## config.mk

```make
export PLATFORM = sky130hd
export DESIGN_NAME = cram_rd_arbiter
export DESIGN_NICKNAME = d
export VERILOG_FILES = /design/src/rtl/cram_rd_arbiter.sv
export SDC_FILE = /design/constraint.sdc
export NUM_CORES = 1
export LEC_CHECK = 0
export BUFFER_PORTS_ARGS = -buffer_cell sky130_fd_sc_hd__clkbuf_2
export CORE_MARGIN = 5
export CORE_UTILIZATION = 38
export DETAILED_ROUTE_END_ITERATION = 8
export PLACE_DENSITY_LB_ADDON = 0.05
export RECOVER_POWER = 50
export SYNTH_ARGS = -nofsm -noshare
export SYNTH_HDL_FRONTEND = slang
export SYNTH_SLANG_ARGS = --single-unit
```

## constraint.sdc

```tcl
create_clock -name clk -period 3.5 [get_ports clk]
set_clock_uncertainty 0.1 [all_clocks]
set_input_delay 0 -clock clk [delete_from_list [all_inputs] [get_ports clk]]
set_output_delay 0 -clock clk [all_outputs]
set_load 0.01 [all_outputs]
```

## src/rtl/cram_rd_arbiter.sv

```systemverilog
// Two-requester round-robin read arbiter in front of a single CRAM AXI4 read port.
// Tracks outstanding reads per requester and silently drains fetch reads on flush.
module cram_rd_arbiter #(
    parameter int ADDR_W  = 32,
    parameter int DATA_W  = 32,
    parameter int MAX_OUT = 4
) (
    input  logic              clk,
    input  logic              nrst,
    input  logic              flush0,
    input  logic              m0_arvalid,
    input  logic [ADDR_W-1:0] m0_araddr,
    output logic              m0_arready,
    output logic              m0_rvalid,
    output logic [DATA_W-1:0] m0_rdata,
    output logic [1:0]        m0_rresp,
    input  logic              m0_rready,
    input  logic              m1_arvalid,
    input  logic [ADDR_W-1:0] m1_araddr,
    output logic              m1_arready,
    output logic              m1_rvalid,
    output logic [DATA_W-1:0] m1_rdata,
    output logic [1:0]        m1_rresp,
    input  logic              m1_rready,
    output logic              s_arvalid,
    input  logic              s_arready,
    output logic [31:0]       s_araddr,
    output logic [3:0]        s_arid,
    output logic [7:0]        s_arlen,
    output logic [2:0]        s_arsize,
    output logic [1:0]        s_arburst,
    output logic              s_arlock,
    output logic [3:0]        s_arcache,
    output logic [2:0]        s_arprot,
    output logic [3:0]        s_arqos,
    input  logic              s_rvalid,
    output logic              s_rready,
    input  logic [3:0]        s_rid,
    input  logic [31:0]       s_rdata,
    input  logic [1:0]        s_rresp,
    input  logic              s_rlast
);

    typedef enum logic {
        IDLE  = 1'b0,
        ISSUE = 1'b1
    } state_t;

    localparam logic [2:0] MAX = 3'(MAX_OUT);

    state_t      state_q;
    logic        rr_q;
    logic        arvalid_q;
    logic        arid_q;
    logic [31:0] araddr_q;
    logic [2:0]  out0_q, out0_d;
    logic [2:0]  out1_q, out1_d;
    logic [2:0]  drop0_q, drop0_d;

    logic        el0, el1, grant, win;
    logic        id_ok, dropping0, to0, to1;
    logic        beat0, beat1, rdy;
    logic        unused_ok;

    assign el0 = (state_q == IDLE) & m0_arvalid & (out0_q < MAX)
               & ~flush0 & ~nrst;
    assign el1 = (state_q == IDLE) & m1_arvalid & (out1_q < MAX) & ~nrst;
    assign grant = el0 | el1;
    assign win   = (el0 & el1) ? rr_q : el1;

    assign m0_arready = grant & ~win;
    assign m1_arready = grant & win;

    // Flush-cycle id-0 beats belong to the squashed stream as well.
    assign id_ok     = (s_rid[3:1] == 3'b000);
    assign dropping0 = flush0 | (drop0_q != 3'd0);
    assign to0       = s_rvalid & id_ok & ~s_rid[0];
    assign to1       = s_rvalid & id_ok & s_rid[0];

    assign m0_rvalid = to0 & ~dropping0 & ~nrst;
    assign m1_rvalid = to1 & ~nrst;
    assign m0_rdata  = DATA_W'(s_rdata);
    assign m1_rdata  = DATA_W'(s_rdata);
    assign m0_rresp  = s_rresp;
    assign m1_rresp  = s_rresp;

    always_comb begin
        rdy = 1'b0;
        if (!nrst) begin
            if (!id_ok)
                rdy = 1'b1;
            else if (s_rid[0])
                rdy = m1_rready;
            else
                rdy = dropping0 | m0_rready;
        end
    end
    assign s_rready = rdy;

    assign beat0 = to0 & rdy;
    assign beat1 = to1 & rdy;

    function automatic logic [2:0] cnt_next(
        input logic [2:0] c,
        input logic       inc,
        input logic       dec
    );
        logic [2:0] r;
        r = c;
        unique case ({inc, dec && (c != 3'd0)})
            2'b10:   r = c + 3'd1;
            2'b01:   r = c - 3'd1;
            default: r = c;
        endcase
        return r;
    endfunction

    always_comb begin
        out0_d  = cnt_next(out0_q, m0_arready, beat0);
        out1_d  = cnt_next(out1_q, m1_arready, beat1);
        drop0_d = drop0_q;
        if (flush0)
            drop0_d = (beat0 && out0_q != 3'd0) ? out0_q - 3'd1 : out0_q;
        else if (beat0 && drop0_q != 3'd0)
            drop0_d = drop0_q - 3'd1;
    end

    always_ff @(posedge clk) begin
        if (nrst) begin
            state_q   <= IDLE;
            rr_q      <= 1'b0;
            arvalid_q <= 1'b0;
            arid_q    <= 1'b0;
            araddr_q  <= 32'd0;
            out0_q    <= 3'd0;
            out1_q    <= 3'd0;
            drop0_q   <= 3'd0;
        end else begin
            out0_q  <= out0_d;
            out1_q  <= out1_d;
            drop0_q <= drop0_d;
            unique case (state_q)
                IDLE: begin
                    if (grant) begin
                        state_q   <= ISSUE;
                        arvalid_q <= 1'b1;
                        arid_q    <= win;
                        araddr_q  <= win ? 32'(m1_araddr) : 32'(m0_araddr);
                        rr_q      <= ~win;
                    end
                end
                ISSUE: begin
                    if (s_arready) begin
                        state_q   <= IDLE;
                        arvalid_q <= 1'b0;
                    end
                end
                default: state_q <= IDLE;
            endcase
        end
    end

    assign s_arvalid = arvalid_q;
    assign s_araddr  = araddr_q;
    assign s_arid    = {3'b000, arid_q};
    assign s_arlen   = 8'd0;
    assign s_arsize  = 3'd2;
    assign s_arburst = 2'd1;
    assign s_arlock  = 1'b0;
    assign s_arcache = 4'd0;
    assign s_arprot  = 3'd0;
    assign s_arqos   = 4'd0;

    assign unused_ok = s_rlast;

endmodule

```

Yosys cells after proc, flatten, opt, wreduce, memory -nomap -nowiden

Cells that the tools add are included.

Bits in registers: 45
Output and inout port bits: 135

$lt $le $gt $ge: 2
$add $sub $neg: 5
Reductions and logical operators: 12
Muxes and demuxes: 16
Bitwise logic cells: 27
Eq/ne operators: 6

Operators with widths:

| operator                                                           | number |
|---|---|
| 32-bit two-way mux                                                 | 1 |
| 1-bit AND                                                          | 18 |
| 3-bit one-hot mux with 2 select lines                              | 2 |
| 3-bit two-way mux                                                  | 3 |
| 3-bit nonzero test                                                 | 3 |
| 3-bit by 1-bit subtractor with 3-bit output, second input constant | 3 |
| 1-bit two-way mux                                                  | 8 |
| 3-bit by 1-bit adder with 3-bit output, second input constant      | 2 |
| 3-bit < comparator, second input constant                          | 2 |
| 1-bit NOT                                                          | 6 |
| 2-bit nonzero test                                                 | 3 |
| 2-bit by 1-bit == test with 1-bit output, second input constant    | 2 |
| 2-bit == test, second input constant                               | 2 |
| 2-bit inequality test, second input constant                       | 2 |
| 1-bit one-hot mux with 2 select lines                              | 2 |
| 2-bit AND reduction                                                | 2 |
| 1-bit logical AND                                                  | 3 |
| 3-bit zero test                                                    | 1 |
| 1-bit bitwise OR                                                   | 3 |

Longest topological paths before layout

Depth in word-level cells: 11
Depth in mapped cells: 12
Depth with buffers taken out: 9

Least setup slack after synthesis

Ideal clock, no wire load.

Kind: reg-to-reg
Start point: register out0_q[2]
End point: register out1_q[2]
Setup time: 71 ps
Path buffers: 2
Cell stages (with the launch flop): 12
Slack: 904 ps
Data arrival time: 2,425 ps
Data required time: 3,329 ps
Cell sequence: dfxtp_1 or3b_4 o211a_1 buf_2 buf_6 inv_1 ha_1 inv_1 fa_1 xor2_1 or3_1 a21oi_1

Longest elaborated chain between the ends: 9
Elaborated cells on any way between the ends: 12
Those cells by class: 1 x order compare; 2 x eq/ne; 2 x mux; 6 x bitwise; 1 x reduce/logical

Ends and longest elaborated chain:

| what                                                                               | RTL line | source |
|---|---|---|
| from (decl)                                                                        | 56       | `logic [2:0] out0_q, out0_d;` |
| from (signal assigned)                                                             | 139      | `out0_q <= out0_d;` |
| 3-bit < comparator (*)                                                             | 65       | `assign el0 = (state_q == IDLE) & m0_arvalid & (out0_q < MAX)` |
| 1-bit AND (*)                                                                      | 65       |  |
| 1-bit AND (*) (2 in a row)                                                         | 66       | `& ~flush0 & ~nrst;` |
| 1-bit AND                                                                          | 69       | `assign win = (el0 & el1) ? rr_q : el1;` |
| 1-bit two-way mux                                                                  | 69       |  |
| 1-bit AND (*)                                                                      | 72       | `assign m1_arready = grant & win;` |
| via m1_arready                                                                     | 20       | `output logic m1_arready,` |
| 2-bit by 1-bit == test with 1-bit output / 2-bit == test (equally long branches)   | 110      | `unique case ({inc, dec && (c != 3'd0)})` |
| 3-bit one-hot mux with 2 select lines / 2-bit nonzero test (equally long branches) | n/a      |  |
| to (signal assigned)                                                               | 140      | `out1_q <= out1_d;` |
| to (decl)                                                                          | 57       | `logic [2:0] out1_q, out1_d;` |

The timed path passes the listed nets; every way through them passes the cells marked *.
A chain may end at the register's enable or synchronous reset.

Final worst setup path

Start point: input port flush0
End point: register araddr_q[21], in the netlist s_araddr[21]

Longest elaborated chain between the ends: 6
Elaborated cells on any way between the ends: 8
Those cells by class: 2 x mux; 5 x bitwise; 1 x reduce/logical

Ends and longest elaborated chain:

| what                       | RTL line | source |
|---|---|---|
| from (decl)                | 10       | `input logic flush0,` |
| 1-bit NOT (*)              | 66       |  |
| 1-bit AND (*) (2 in a row) | 66       |  |
| 1-bit AND                  | 69       |  |
| 1-bit two-way mux          | 69       |  |
| 32-bit two-way mux         | 148      | `araddr_q <= win ? 32'(m1_araddr) : 32'(m0_araddr);` |
| to (signal assigned)       | 148      |  |
| to (decl)                  | 55       | `logic [31:0] araddr_q;` |

Mark *: on every way between the ends. The rest lies on a longest branch, timed or not.

==> impl_results.md <==
- Max-cap viol count: 0
- Startpoint class of the critical path: primary input
- Syn Std Cell Area: 2820 um^2
- CTS tree: done
- Minimum clock period: about 2600 ps
- Hold Path End: state_q
- Setup Fix Bufs, Post-CTS: 0
- Initial Util: 38.9%
- Final worst-path cycle share: 75.6%
- CTS sink cnt: 45
- Worst-Margin Slew: 549 ps
- Status: finished, final reports clean
- Clock transition at path regs: 80 ps
- Leading register cell type out of synthesis: dfxtp_1
- Pre-Repair DR Iteration Count: 7
- Most common cell in the netlist: buf_4
- Port Buffer Count: 115
- Vias in the first global route: 2619
- CP required: 3580 ps
- Area grow syn2layout: 38.8%
- RR Startpoint: out0_q[2]
- CTS Buf Count: 5
- Cell Pwr Density: 339 nW/um^2
- Core ar.: 7250 um^2
- Async S/R FF share, synth: 0%
- Max VDD drop: 0.000170 V
- Crit path DAT: 2730 ps
- Die Width: 96.1 um
- Antenna viol nets, final: 0
- Via density per instance: between 4 and 5
- Routed wire per std cell: 14.5 um
- Largest cells by area after synthesis: dfxtp_1, buf_4, a222oi_1
- Initial DRC Count: 191
- Total die area: 9240 um^2
- RSZ-0062 raised after global routing: false
- First-pass GRT wire length: 11800 um
- DRC viols: 0
- Initial antenna violation count: 0
- Flop-to-flop setup slack: 930 ps
- Clock Path Buffers: 2
- Final slew viol count: 0
- Total GRT Usage: 16.0%
- # hold bufs at CTS: 100
- # nets final: roughly 570
- Syn Area/Cell: 9.12 um^2
- R2R cell count: 6
- Post-layout util: 53.9%
- Gr ovfl total: 0
- Critical path type: in -> reg
- CTS H-tree depth: 2
- Most frequent cells after synthesis: buf_4, dfxtp_1, nor2_1, a222oi_1, inv_1
- Largest net degree at the start of global routing: 35
- Die Y: 96.1 um
- Design Power: 0.00132 W
- Root buf cell: clkbuf_8
- Share of layout cells above drive strength 1: approximately 28%
- Hold_sp: m0_arvalid
- Mapped Cells: 309
- Yosys Warn Count: 0
- Worst hold path class: in -> reg
- Area leader, netlist: dfxtp_1
- Diodes inserted: 0
- Post-synth EDFFs: 0
- Crit. End Element: flip-flop
- Final hold vios: 0
- Top cell type's share of synthesized area: around a third
- Top Ports: 247
- Max Fclk: approximately 380 MHz
- Post-synthesis register bit count: 45
- Final WL: 7910 um
- Register area share after synthesis: 32.0%
- DP HPWL: around 4700 um
- Setup TNS: 0 ps
- Skew-Pair Late Insertion Delay: 290 ps
- Gpl congestion: 0.701
- Final setup viols: 0
- Vias: about 2600
- Resized Gates After CTS: 0
- Synth unique cells: 43
- Slew headroom: between 60 and 70%
- Total of fill cells in the finished design: 687
- WHS Path Cells: 4
- CP Max Fanout: 34
- RR Endpoint: s_araddr[21]
- Total leakage power: ~1.7 nW
- Rows: 31
worst max path at each step:
stage | cells after the start | slack [ps] | startpoint | end
after floorplan | 11 | 900 | out0_q[2] | out1_q[2]
after global placement | 9 | 1070 | out0_q[2] | out1_q[2]
after detailed placement | 9 | 1050 | out0_q[2] | out1_q[2]
after CTS | 8 | 890 | flush0 | s_araddr[31]
after global routing | 8 | 720 | flush0 | s_araddr[7]
final | 8 | 850 | flush0 | s_araddr[21]
critical path, cell delays in order:
cell and delay [ps]:
dlygate4sd3_1 530, clkbuf_2 210, or3b_4 430, o211a_1 240, buf_4 260, a222oi_1 390, dlygate4sd3_1 610, nor2_1 40
area by class of cell:
| type | instances | area (um^2) | area share [%] |
|---|---|---|---|
| Timing Repair Buffer | 220 | 1600 | 41.0 |
| Multi-Input combinational cell | 165 | 1130 | 28.9 |
| Sequential cell | 45 | 901 | 23.0 |
| Tap cell | 99 | 124 | 3.17 |
| Clock buffer | 7 | 86.3 | 2.21 |
| Inverter | 10 | 37.5 | 0.959 |
| Clock inverter | 1 | 30.0 | 0.768 |
where the power goes:
group	internal (W)	leakage, nW	switching (W)	total (W)
Clock	0.000233	0.0585	0.000178	0.000411
Combinational	0.000187	1.32	0.000167	0.000355
Sequential	0.000540	0.367	0.0000187	0.000559
Total	0.000961	1.75	0.000364	0.00132
through the flow:
step	hold WS [ps]	std cells	worst slack, ps	instance area, um^2
after floorplan	-8.23	335	904	2920
after global placement	-99.9	439	1070	2810
after detailed placement	-99.9	439	1050	2810
after CTS	101	547	889	3920
after global routing	122	547	717	3910
final	98.3	547	854	3910
placed cells by master, fill, tap and decap left out, types with 2 or more instances in the layout:
cell type	instances
dlygate4sd3_1	100
clkbuf_2	107
nor3b_1	3
clkbuf_8	6
nor3_1	3
dfxtp_1	45
or3_1	2
clkbuf_1	9
a222oi_1	32
nand4_1	3
o21ai_0	2
nand2b_1	2
a211oi_1	2
ha_1	7
inv_1	10
mux2i_1	4
buf_4	5
nor2_1	41
nand2_1	3
a21oi_1	8
xor2_1	4
conb_1	28
per-layer routing:
metal  global-route usage (%)  up-vias  wire length (um)
met5                        0        -                 0
met4                     4.38        0                65
met3                     4.38        6               766
met2                     28.2      162              4070
met1                     18.8     1199              3020
li1                         -     1248                 -
logic make-up (layout without fill, tap and decap cells):
logic type / after synthesis / count (layout) / share of synthesized area [%]
fa+ha+maj: 8 / 8 / 3.82
other cells: 2 / 28 / 0.266
compound gates: 54 / 54 / 17.4
simple gates: 65 / 65 / 11.5
xor+xnor: 5 / 5 / 1.55
flops: 45 / 45 / 32.0
mux: 5 / 5 / 1.95
buf+inv: 125 / 238 / 31.6
flip-flops by register name, indices dropped and copies added, names as in the netlist:
| name | cells |
|---|---|
| drop0_q | 3 |
| arid_q | 1 |
| out0_q | 3 |
| state_q | 1 |
| out1_q | 3 |
| rr_q | 1 |
| s_arvalid | 1 |
| s_araddr | 32 |
Power figures use the tool's default switching activity.
